**config.mk**
```make
export PLATFORM = sky130hd
export DESIGN_NAME = dsp_dot_sequencer_flat
export DESIGN_NICKNAME = d
export VERILOG_FILES = /design/src/rtl/dsp_dot_sequencer_if.sv /design/src/rtl/dsp_dot_sequencer.sv /design/src/flat_wrapper.sv
export SDC_FILE = /design/constraint.sdc
export NUM_CORES = 1
export LEC_CHECK = 0
export CORE_ASPECT_RATIO = 1.4
export CORE_MARGIN = 2
export CORE_UTILIZATION = 44
export CTS_BUF_LIST = sky130_fd_sc_hd__clkbuf_4 sky130_fd_sc_hd__clkbuf_8
export DETAILED_ROUTE_END_ITERATION = 6
export HOLD_SLACK_MARGIN = 0.02
export PLACE_DENSITY = 0.87
export SLEW_MARGIN = 10
export SYNTH_ARGS = -nofsm -noshare
export SYNTH_HDL_FRONTEND = slang
export SYNTH_SLANG_ARGS = --single-unit
```
**constraint.sdc**
```tcl
create_clock -name clk -period 2.7 [get_ports clk]
set_input_delay 0.54 -clock clk [delete_from_list [all_inputs] [get_ports clk]]
set_output_delay 0.54 -clock clk [all_outputs]
set_load 0.01 [all_outputs]
```
**src/rtl/dsp_dot_sequencer_if.sv**
```systemverilog
// rtl/dsp_dot_sequencer_if.sv - job, operand stream, DSP and result signals of the dot sequencer
interface dsp_dot_sequencer_if #(
    parameter int LEN_W = 8
);
    logic             start;
    logic [LEN_W-1:0] len;
    logic             use_bias;
    logic [47:0]      bias;
    logic             busy;

    logic             in_valid;
    logic             in_ready;
    logic [17:0]      in_a;
    logic [17:0]      in_b;

    logic [1:0]       dsp_op;
    logic [17:0]      dsp_a;
    logic [17:0]      dsp_b;
    logic [47:0]      dsp_c;
    logic [47:0]      dsp_p;

    logic             out_valid;
    logic             out_ready;
    logic [47:0]      out_data;

    modport slave (
        input  start, len, use_bias, bias, in_valid, in_a, in_b, dsp_p, out_ready,
        output busy, in_ready, dsp_op, dsp_a, dsp_b, dsp_c, out_valid, out_data
    );

    modport master (
        output start, len, use_bias, bias, in_valid, in_a, in_b, dsp_p, out_ready,
        input  busy, in_ready, dsp_op, dsp_a, dsp_b, dsp_c, out_valid, out_data
    );
endinterface

```
**src/rtl/dsp_dot_sequencer.sv**
```systemverilog
// rtl/dsp_dot_sequencer.sv - sequences CLR/MAC/ACC on the DSP MAC unit and returns its accumulator
module dsp_dot_sequencer #(
    parameter int LEN_W = 8
) (
    input  logic                clk,
    input  logic                rst_n,
    dsp_dot_sequencer_if.slave  bus
);
    localparam logic [1:0] OP_CLR = 2'b00;
    localparam logic [1:0] OP_MAC = 2'b01;
    localparam logic [1:0] OP_ACC = 2'b10;
    localparam logic [1:0] OP_NOP = 2'b11;

    typedef enum logic [2:0] {
        S_IDLE,
        S_CLEAR,
        S_MAC,
        S_BIAS,
        S_CAPTURE,
        S_OUT
    } state_t;

    state_t           state, state_nxt;
    logic [LEN_W-1:0] cnt;
    logic [LEN_W-1:0] cnt_inc;
    logic [LEN_W-1:0] len_q;
    logic             use_bias_q;
    logic [47:0]      bias_q;
    logic [47:0]      out_data_q;

    logic [1:0]       op_c;
    logic [17:0]      a_c;
    logic [17:0]      b_c;
    logic [47:0]      c_c;
    logic             in_ready_c;
    logic             out_valid_c;
    logic             xfer;

    assign cnt_inc = cnt + LEN_W'(1);
    assign xfer    = (state == S_MAC) && bus.in_valid;

    always_ff @(posedge clk) begin
        if (!rst_n) begin
            state      <= S_IDLE;
            cnt        <= '0;
            len_q      <= '0;
            use_bias_q <= 1'b0;
            bias_q     <= '0;
            out_data_q <= '0;
        end else begin
            state <= state_nxt;
            if (state == S_IDLE && bus.start) begin
                len_q      <= bus.len;
                use_bias_q <= bus.use_bias;
                bias_q     <= bus.bias;
                cnt        <= '0;
            end
            if (xfer) begin
                cnt <= cnt_inc;
            end
            // dsp_p already reflects the last MAC/ACC applied at the previous edge
            if (state == S_CAPTURE) begin
                out_data_q <= bus.dsp_p;
            end
        end
    end

    always_comb begin
        state_nxt   = state;
        op_c        = OP_NOP;
        a_c         = '0;
        b_c         = '0;
        c_c         = '0;
        in_ready_c  = 1'b0;
        out_valid_c = 1'b0;
        case (state)
            S_IDLE: begin
                if (bus.start) begin
                    state_nxt = S_CLEAR;
                end
            end
            S_CLEAR: begin
                op_c = OP_CLR;
                if (len_q != '0) begin
                    state_nxt = S_MAC;
                end else if (use_bias_q) begin
                    state_nxt = S_BIAS;
                end else begin
                    state_nxt = S_CAPTURE;
                end
            end
            S_MAC: begin
                in_ready_c = 1'b1;
                if (bus.in_valid) begin
                    op_c = OP_MAC;
                    a_c  = bus.in_a;
                    b_c  = bus.in_b;
                    if (cnt_inc == len_q) begin
                        state_nxt = use_bias_q ? S_BIAS : S_CAPTURE;
                    end
                end
            end
            S_BIAS: begin
                op_c      = OP_ACC;
                c_c       = bias_q;
                state_nxt = S_CAPTURE;
            end
            S_CAPTURE: begin
                state_nxt = S_OUT;
            end
            S_OUT: begin
                out_valid_c = 1'b1;
                if (bus.out_ready) begin
                    state_nxt = S_IDLE;
                end
            end
            default: begin
                state_nxt = S_IDLE;
            end
        endcase
    end

    assign bus.busy      = (state != S_IDLE);
    assign bus.in_ready  = in_ready_c;
    assign bus.out_valid = out_valid_c;
    assign bus.out_data  = out_data_q;
    assign bus.dsp_op    = op_c;
    assign bus.dsp_a     = a_c;
    assign bus.dsp_b     = b_c;
    assign bus.dsp_c     = c_c;
endmodule

```
**src/flat_wrapper.sv**
```systemverilog
// flat-port wrapper written by rule: the top's interface ports become plain ports
module dsp_dot_sequencer_flat 
#(
    parameter int LEN_W = 8
)
  (clk, rst_n, bus_start, bus_len, bus_use_bias, bus_bias, bus_in_valid, bus_in_a, bus_in_b, bus_dsp_p, bus_out_ready, bus_busy, bus_in_ready, bus_dsp_op, bus_dsp_a, bus_dsp_b, bus_dsp_c, bus_out_valid, bus_out_data);
  dsp_dot_sequencer_if #(.LEN_W(LEN_W)) bus_i ();
  input  logic clk;
  input  logic rst_n;
  input wire logic [$bits(bus_i.start)-1:0] bus_start;
  input wire logic [$bits(bus_i.len)-1:0] bus_len;
  input wire logic [$bits(bus_i.use_bias)-1:0] bus_use_bias;
  input wire logic [$bits(bus_i.bias)-1:0] bus_bias;
  input wire logic [$bits(bus_i.in_valid)-1:0] bus_in_valid;
  input wire logic [$bits(bus_i.in_a)-1:0] bus_in_a;
  input wire logic [$bits(bus_i.in_b)-1:0] bus_in_b;
  input wire logic [$bits(bus_i.dsp_p)-1:0] bus_dsp_p;
  input wire logic [$bits(bus_i.out_ready)-1:0] bus_out_ready;
  output wire logic [$bits(bus_i.busy)-1:0] bus_busy;
  output wire logic [$bits(bus_i.in_ready)-1:0] bus_in_ready;
  output wire logic [$bits(bus_i.dsp_op)-1:0] bus_dsp_op;
  output wire logic [$bits(bus_i.dsp_a)-1:0] bus_dsp_a;
  output wire logic [$bits(bus_i.dsp_b)-1:0] bus_dsp_b;
  output wire logic [$bits(bus_i.dsp_c)-1:0] bus_dsp_c;
  output wire logic [$bits(bus_i.out_valid)-1:0] bus_out_valid;
  output wire logic [$bits(bus_i.out_data)-1:0] bus_out_data;
  assign bus_i.start = bus_start;
  assign bus_i.len = bus_len;
  assign bus_i.use_bias = bus_use_bias;
  assign bus_i.bias = bus_bias;
  assign bus_i.in_valid = bus_in_valid;
  assign bus_i.in_a = bus_in_a;
  assign bus_i.in_b = bus_in_b;
  assign bus_i.dsp_p = bus_dsp_p;
  assign bus_i.out_ready = bus_out_ready;
  assign bus_busy = bus_i.busy;
  assign bus_in_ready = bus_i.in_ready;
  assign bus_dsp_op = bus_i.dsp_op;
  assign bus_dsp_a = bus_i.dsp_a;
  assign bus_dsp_b = bus_i.dsp_b;
  assign bus_dsp_c = bus_i.dsp_c;
  assign bus_out_valid = bus_i.out_valid;
  assign bus_out_data = bus_i.out_data;
  dsp_dot_sequencer #(.LEN_W(LEN_W)) u_core (.clk(clk), .rst_n(rst_n), .bus(bus_i));
endmodule
```
### Yosys cells after proc, flatten, opt, wreduce, memory -nomap -nowiden

Index checks and enable logic that the tools add are counted.

| word-level totals | value |
|---|---|
| bits of input ports | 146 |
| output and inout bits | 137 |
| flip-flop bits (word level) | 116 |
| word-level logic and storage cells | 42 |

| cells by class | value |
|---|---|
| reduce and logical (&&, ||, !) cells | 7 |
| equal/unequal tests | 10 |
| add/subtract/negate cells | 1 |
| multiplexer cells | 18 |

Operators by type and width:

| operator | count |
|---|---|
| 2-to-1 mux 18 bit | 4 |
| 2-to-1 mux 48 bit | 1 |
| 2-to-1 mux 3 bit | 6 |
| case mux 3 bit (6 select lines) | 1 |
| 2-to-1 mux 8 bit | 2 |
| adder 8 x 1 -> 8 bit (second input constant) | 1 |
| == test 8 bit | 1 |
| != test 2 bit (second input constant) | 4 |
| nonzero test 8 bit | 1 |
| == test 3 x 2 -> 1 bit (second input constant) | 2 |
| == test 3 bit (second input constant) | 2 |
| case mux 2 bit (3 select lines) | 1 |
| AND reduction 4 bit | 1 |
| == test 3 x 1 -> 1 bit (second input constant) | 1 |
| logical NOT 3 bit | 1 |
| nonzero test 3 bit | 1 |
| logical AND 1 bit | 2 |
| 2-to-1 mux 1 bit | 2 |
| 2-to-1 mux 2 bit | 1 |
| nonzero test 2 bit | 1 |

### Depth between registers and ports, before layout

Gate-level depths: netlist of the first run.

| depth | value |
|---|---|
| depth in word-level cells | 5 |
| depth in mapped cells | 8 |
| gate-level depth less buffers | 7 |

### Worst setup path before layout of the first run

Ideal clock, no wire load.

| path | value |
|---|---|
| kind | reg-to-output |
| start point | register u_core.state[1] |
| end point | output bus_dsp_a[10] |
| path slack | 0.652 ns |
| cell stages (with the launch flop) | 6 |
| arrival time | 1.508 ns |
| required time | 2.160 ns |
| buffers on the path | 3 |
| path through | dfxtp_1 -> clkbuf_1 -> nor3b_1 -> clkbuf_1 -> clkbuf_1 -> and3_1 |

| on the way | value |
|---|---|
| longest elaborated chain between the ends | 2 |

Ends and longest elaborated chain:

| element | RTL line | text |
|---|---|---|
| start: declaration | dsp_dot_sequencer.sv:23 | `state_t state, state_nxt;` |
| start signal: assignment | dsp_dot_sequencer.sv:51 | `state <= state_nxt;` |
| == test 3 x 2 -> 1 bit | dsp_dot_sequencer.sv:76 | `case (state)` |
| 2-to-1 mux 18 bit | dsp_dot_sequencer.sv:76 |  |
| end: declaration | flat_wrapper.sv:22 | `output wire logic [$bits(bus_i.dsp_a)-1:0] bus_dsp_a;` |

No other way between the ends.

### Worst setup path after layout of the first run

| path | value |
|---|---|
| start point | register u_core.state[1] |
| end point | output bus_dsp_b[3] |

| on the way | value |
|---|---|
| longest elaborated chain between the ends | 2 |

Ends and longest elaborated chain:

| element | RTL line | text |
|---|---|---|
| == test 3 x 2 -> 1 bit | dsp_dot_sequencer.sv:76 |  |
| 2-to-1 mux 18 bit | dsp_dot_sequencer.sv:76 |  |
| end: declaration | flat_wrapper.sv:23 | `output wire logic [$bits(bus_i.dsp_b)-1:0] bus_dsp_b;` |

No other way between the ends.

==> results.txt, run 1 <==
final hold vios: 0
routability congestion estimate: 0.913
top-area cell type share of the netlist area: 43.2%
Pleak: 0.00336 µW
CTS tree: yes
DIE HEIGHT: 135 µm
first-pass iteration count of the detailed router: 4
port bufs: 282
vias in the first global route: 5269
worst path cell trace: nor3b_2 -> buf_6 -> and3_1 -> clkdlybuf4s50_1
nets: 1092
commonest non-fill, non-tap cell in the layout: clkdlybuf4s50_1
Worst Path Buf+Inv: 2
Die Wd: 97.4 µm
Vias per Instance: 4.97
clock buffer count from CTS: 17
Top delay family on crit path: buffers and inverters
post-synthesis sequential area ratio: 43.2%
ys async rst share: 0%
fillcell total: 901
Hold Slack: 448 ps
Worst R2R Path Depth: 6
routed wire length: 17200 µm
fin crit period: 2580 ps
unrepaired setup endpoints after global routing: false
Synth warnings: 0
CP max FO: 40
first-pass GRT wire length: 27200 µm
clock tree root driver cell: clkbuf_8
# rows: 47
ranking of synthesized cells by area: dfxtp_1 (43%), nand2_1 (16%), a21boi_0 (7.5%)
actual slew at the worst max-slew pin: 620 ps
fin crit share: 95.5%
Critical Path RT: 2160 ps
#FFs+latches synth: 116
top cell type by total area after synthesis: dfxtp_1
H-tree lvl count: 4
Reg2Reg Setup Slack: 630 ps
Slew headroom: 58.7%
WS Path Type: flip-flop to output port
DR WL/cell: 15.6 µm
I/O Pins: 283
routed via count: 5490
Top FF cell, synth: dfxtp_1
antenna violations before repair: 0
most frequent cells in the layout: clkdlybuf4s50_1 (280), nand2_1 (222), dfxtp_1 (114), a21boi_0 (54), a21boi_1 (53)
GRT Total Usage: 25.8%
initial cell density of the core: 45.2%
area post-placement: 8330 µm²
met3 usage: 9.01%
Finished Cell Area: 8810 µm²
Yosys cell types: 40
crit path from: u_core.state[1]
GR met2 Demand/Resource: 43.9%
Placed Instances: 1072
Pwr Density: 736 nW/µm²
GRT met1 Usage: 30.2%
CP arrival: 2040 ps
fmax: 388 MHz
MaxCap Viol Count: 0
Startpoint Class: flip-flop
area grow syn2layout: 64.0%
Syn Inst Count: 685
# diodes: 0
clock sink count: 116
Max clock buf depth: 2
R2R Path End: u_core.state[0]
Finished Layout Cells: 1105
CP peak stage delay: 550 ps
worst min path class: flip-flop to flip-flop
DP HPWL: 12300 µm
Final ANT Viol Nets: 0
Worst Clk Skew: 7.37 ps
status: complete, no violations
Critical Path Stages: 4
hold path cells: 2
Skew-Pair Late Insertion Delay: 430 ps
Initial DRC Count: 271
GR Overflow Total: 0
Final setup viols: 0
worst vdd ir: 0.000513 V
layout cells sized above 1: 6.68%
net count after synthesis: 832
max-slew violations: 0
Die ar.: 13100 µm²
crit path capture: bus_dsp_b[3]
synthesized area per cell: 7.85 µm²
gr busiest metal: met2
DRC errors left: 0
Cell Area, Synth: 5380 µm²
CP max stage cell: clkdlybuf4s50_1
setup TNS: 0 ps
Worst Setup End Kind: output port
hold buffers post-CTS: 0
number of enable flip-flop cells after synthesis: 0
largest net degree at the start of global routing: 59
Reg clk slew, reported paths: 70 ps
FF-to-FF Start: u_core.cnt[5]
CORE AREA: 11900 µm²
[synth_stat cells, drive strengths merged (4+ instances only)]
master and n:
nand2 222, dfxtp 116, a21boi 107, clkbuf 51, and2 50, and3 38, nor2 10, o21ai 10
a21oi 8, buf 7, nand3 7, nor3 6, xnor2 6, nor2b 5, or3 5, xor2 5
nor3b 4
[cell families (layout without fill, tap and decap cells)]
kind of cell             after synthesis  count (layout)  synth area share, %
buffers and inverters                 61             334                 4.47
adder cells (fa/ha/maj)                1               1                0.233
flip-flops                           116             116                 43.2
AND/OR/NAND/NOR                      359             359                 31.1
AO/OA/AOI/OAI                        137             137                 19.2
XOR/XNOR                              11              11                 1.79
[final cells by class]
cell class / instances / area (µm²) / share of cell area, %
clock buffer: 23 / 298 / 3.38
clock inverter: 9 / 150 / 1.70
inverter: 3 / 11.3 / 0.128
multi-input combinational: 508 / 2830 / 32.1
sequential: 116 / 2330 / 26.4
tap: 147 / 184 / 2.09
timing repair buffer: 299 / 3010 / 34.2
[power by group]
part | switching (µW) | internal, µW
clock | 695 | 1110
combinational | 1260 | 1150
sequential | 216 | 2070
total | 2170 | 4320
[worst min path at each step]
| stage | slack (ps) | endpoint | start |
|---|---|---|---|
| floorplan | 430 | u_core.bias_q[17] | u_core.bias_q[17] |
| global placement | 440 | u_core.bias_q[25] | u_core.bias_q[25] |
| detailed placement | 440 | u_core.bias_q[17] | u_core.bias_q[17] |
| CTS | 450 | u_core.bias_q[17] | u_core.bias_q[17] |
| global route | 470 | u_core.bias_q[17] | u_core.bias_q[17] |
| finish | 450 | u_core.bias_q[23] | u_core.bias_q[23] |
[per-stage QoR]
stage	total power [µW]	util, %	setup WS, ps
global route	6880	74.2	26.6
finish	6490	74.2	122
detailed placement	4700	70.2	187
global placement	4640	70.2	212
floorplan	3600	-	652
CTS	6520	74.1	46.1
[flip-flops by register name (all words and copies together) (netlist names)]
signal               count
u_core.bias_q           48
u_core.bus.out_data     48
u_core.cnt               8
u_core.len_q             8
u_core.state             3
u_core.use_bias_q        1
[tightest hold or removal path: stages, from the launching register on]
cell	delay [ps]
dfxtp_1	310
nand2_1	50
a21boi_1	50
[repair_timing]
| action | 4_1_cts | 5_1_grt |
|---|---|---|
| buffers inserted | 1 | 0 |
| endpoints found under the hold margin | 0 | 0 |
| gates cloned | 0 | 0 |
| gates resized for setup | 4 | 4 |
| setup endpoints to repair | 73 | 45 |
[metal layers]
layer | up-vias | share of wire (%)
li1 | 2758 | -
met4 | 0 | 2.1
met2 | 180 | 50
met3 | 28 | 8.0
met1 | 2524 | 40
met5 | - | 0
Note: power is estimated with default switching activity, not from simulation.
==> inputs of run 2 (changes only) <==
--- a/config.mk
+++ b/config.mk
@@ -7,11 +7,11 @@
 export LEC_CHECK = 0
 export CORE_ASPECT_RATIO = 1.4
 export CORE_MARGIN = 2
-export CORE_UTILIZATION = 44
+export CORE_UTILIZATION = 35
 export CTS_BUF_LIST = sky130_fd_sc_hd__clkbuf_4 sky130_fd_sc_hd__clkbuf_8
 export DETAILED_ROUTE_END_ITERATION = 6
 export HOLD_SLACK_MARGIN = 0.02
-export PLACE_DENSITY = 0.87
+export PLACE_DENSITY = 0.72
 export SLEW_MARGIN = 10
 export SYNTH_ARGS = -nofsm -noshare
 export SYNTH_HDL_FRONTEND = slang
==> results.txt, run 2 (synthesis results as in run 1) <==
status: complete, no violations
port bufs: 282
area of the multi-input gates: 2840 µm²
fmax: 389 MHz
DP HPWL: 12700 µm
Finished Layout Cells: 1149
Vias per Instance: 4.68
routed via count: 5380
DIE HEIGHT: 151 µm
Hold Slack: 447 ps
Initial DRC Count: 227
DR WL/cell: 15.5 µm
CP arrival: 2030 ps
nets: 1091
Die ar.: 16400 µm²
first-pass GRT wire length: 27000 µm
# diodes: 0
Critical Path RT: 2160 ps
fillcell total: 1428
clock tree root driver cell: clkbuf_8
actual slew at the worst max-slew pin: 507 ps
layout cells sized above 1: 6.58%
Skew-Pair Late Insertion Delay: 440 ps
commonest non-fill, non-tap cell in the layout: clkdlybuf4s50_1
vias in the first global route: 5034
GR Overflow Total: 0
Die Wd: 109 µm
CORE AREA: 15100 µm²
H-tree lvl count: 4
Slew headroom: 66.2%
DRC errors left: 0
worst min path class: flip-flop to flip-flop
routed wire length: 17800 µm
Max clock buf depth: 2
Reg clk slew, reported paths: 70 ps
MaxCap Viol Count: 0
Reg2Reg Setup Slack: 620 ps
clock buffer count from CTS: 17
GRT Total Usage: 21.5%
final setup margin: 129 ps
Final setup viols: 0
CP max FO: 39
most frequent cells in the layout: clkdlybuf4s50_1 (281), nand2_1 (222), dfxtp_1 (114), a21boi_0 (54), a21boi_1 (53)
hold buffers post-CTS: 0
Pleak: 0.00329 µW
worst vdd ir: 0.000404 V
setup TNS: 0 ps
final hold vios: 0
WS Path Type: flip-flop to output port
Finished Cell Area: 8790 µm²
area grow syn2layout: 63.5%
register area: 2330 µm²
unrepaired setup endpoints after global routing: false
# rows: 53
clock sink count: 116
first-pass iteration count of the detailed router: 4
Worst Clk Skew: 5.67 ps
I/O Pins: 283
antenna violations before repair: 2
post-CTS setup buffers: 0
Worst Setup End Kind: output port
Pwr Density: 709 nW/µm²
routability congestion estimate: 0.763
area post-placement: 8390 µm²
Placed Instances: 1117
largest net degree at the start of global routing: 118
max-slew violations: 0
Startpoint Class: flip-flop
fin crit period: 2570 ps
DP Worst Slack: 193 ps
Final ANT Viol Nets: 0
initial cell density of the core: 35.7%
CTS tree: yes
fin crit share: 95.2%
==> run 2: cell types whose count changed in the layout (fill, tap and decap cells not counted) <==
| cell | change |
|---|---|
| clkinv_2 | +2 |
| bufinv_16 | -3 |
| nor3b_2 | -1 |
| nor3b_4 | +1 |
| clkinvlp_4 | +1 |
| dlymetal6s2s_1 | -1 |
| buf_12 | -1 |
| clkdlybuf4s50_1 | +1 |
| clkbuf_4 | -1 |
| clkbuf_8 | +1 |
==> run 2: final cells by class <==
class	count	area share (%)
clock buffers	23	3.46
clock inverters	9	0.883
inverters	3	0.128
multi-input cells	508	32.3
flip-flops and latches	116	26.5
well taps	192	2.73
repair buffers	298	34.0
==> run 2: power by group <==
part | switching [µW] | internal [µW] | leakage, µW
logic | 1260 | 1150 | 0.00215
registers | 221 | 2070 | 0.000946
clock network | 691 | 836 | 0.000194
==> run 2: path summary, 6_finish.rpt <==
path,from,end,depth (start not counted)
setup / recovery,u_core.state[0],bus_dsp_a[7],4
hold reg to reg,u_core.bias_q[44],u_core.bias_q[44],2
hold / removal,u_core.bias_q[44],u_core.bias_q[44],2
setup reg to reg,u_core.cnt[5],u_core.state[0],6
==> run 2: repair_timing <==
item / 4_1_cts / 5_1_grt
pin swaps: 1 / 0
gates cloned: 0 / 0
endpoints found under the setup margin: 48 / 67
resized for setup: 2 / 3
==> run 2: through the flow <==
stage                     total power (µW)  utilization, %
after floorplan                       3600               -
after global placement                4720            55.7
after detailed placement              4760            55.7
after CTS                             6320            58.3
after global routing                  6670            58.4
final                                 6230            58.4
==> run 2: per-layer routing <==
| metal | share of wire [%] | up-vias | global-route usage, % |
|---|---|---|---|
| met1 | 40 | 2454 | 25.4 |
| met5 | 0.19 | - | 0 |
| met2 | 51 | 137 | 35.6 |
| li1 | - | 2755 | - |
| met4 | 2.3 | 4 | 7.95 |
| met3 | 6.6 | 30 | 7.71 |
==> run 2: worst max-delay path: stages (launching register included) <==
cell and delay [ps]:
dfxtp_4 380, nor3b_4 260, buf_12 210, and3_1 180
clkdlybuf4s50_1 540
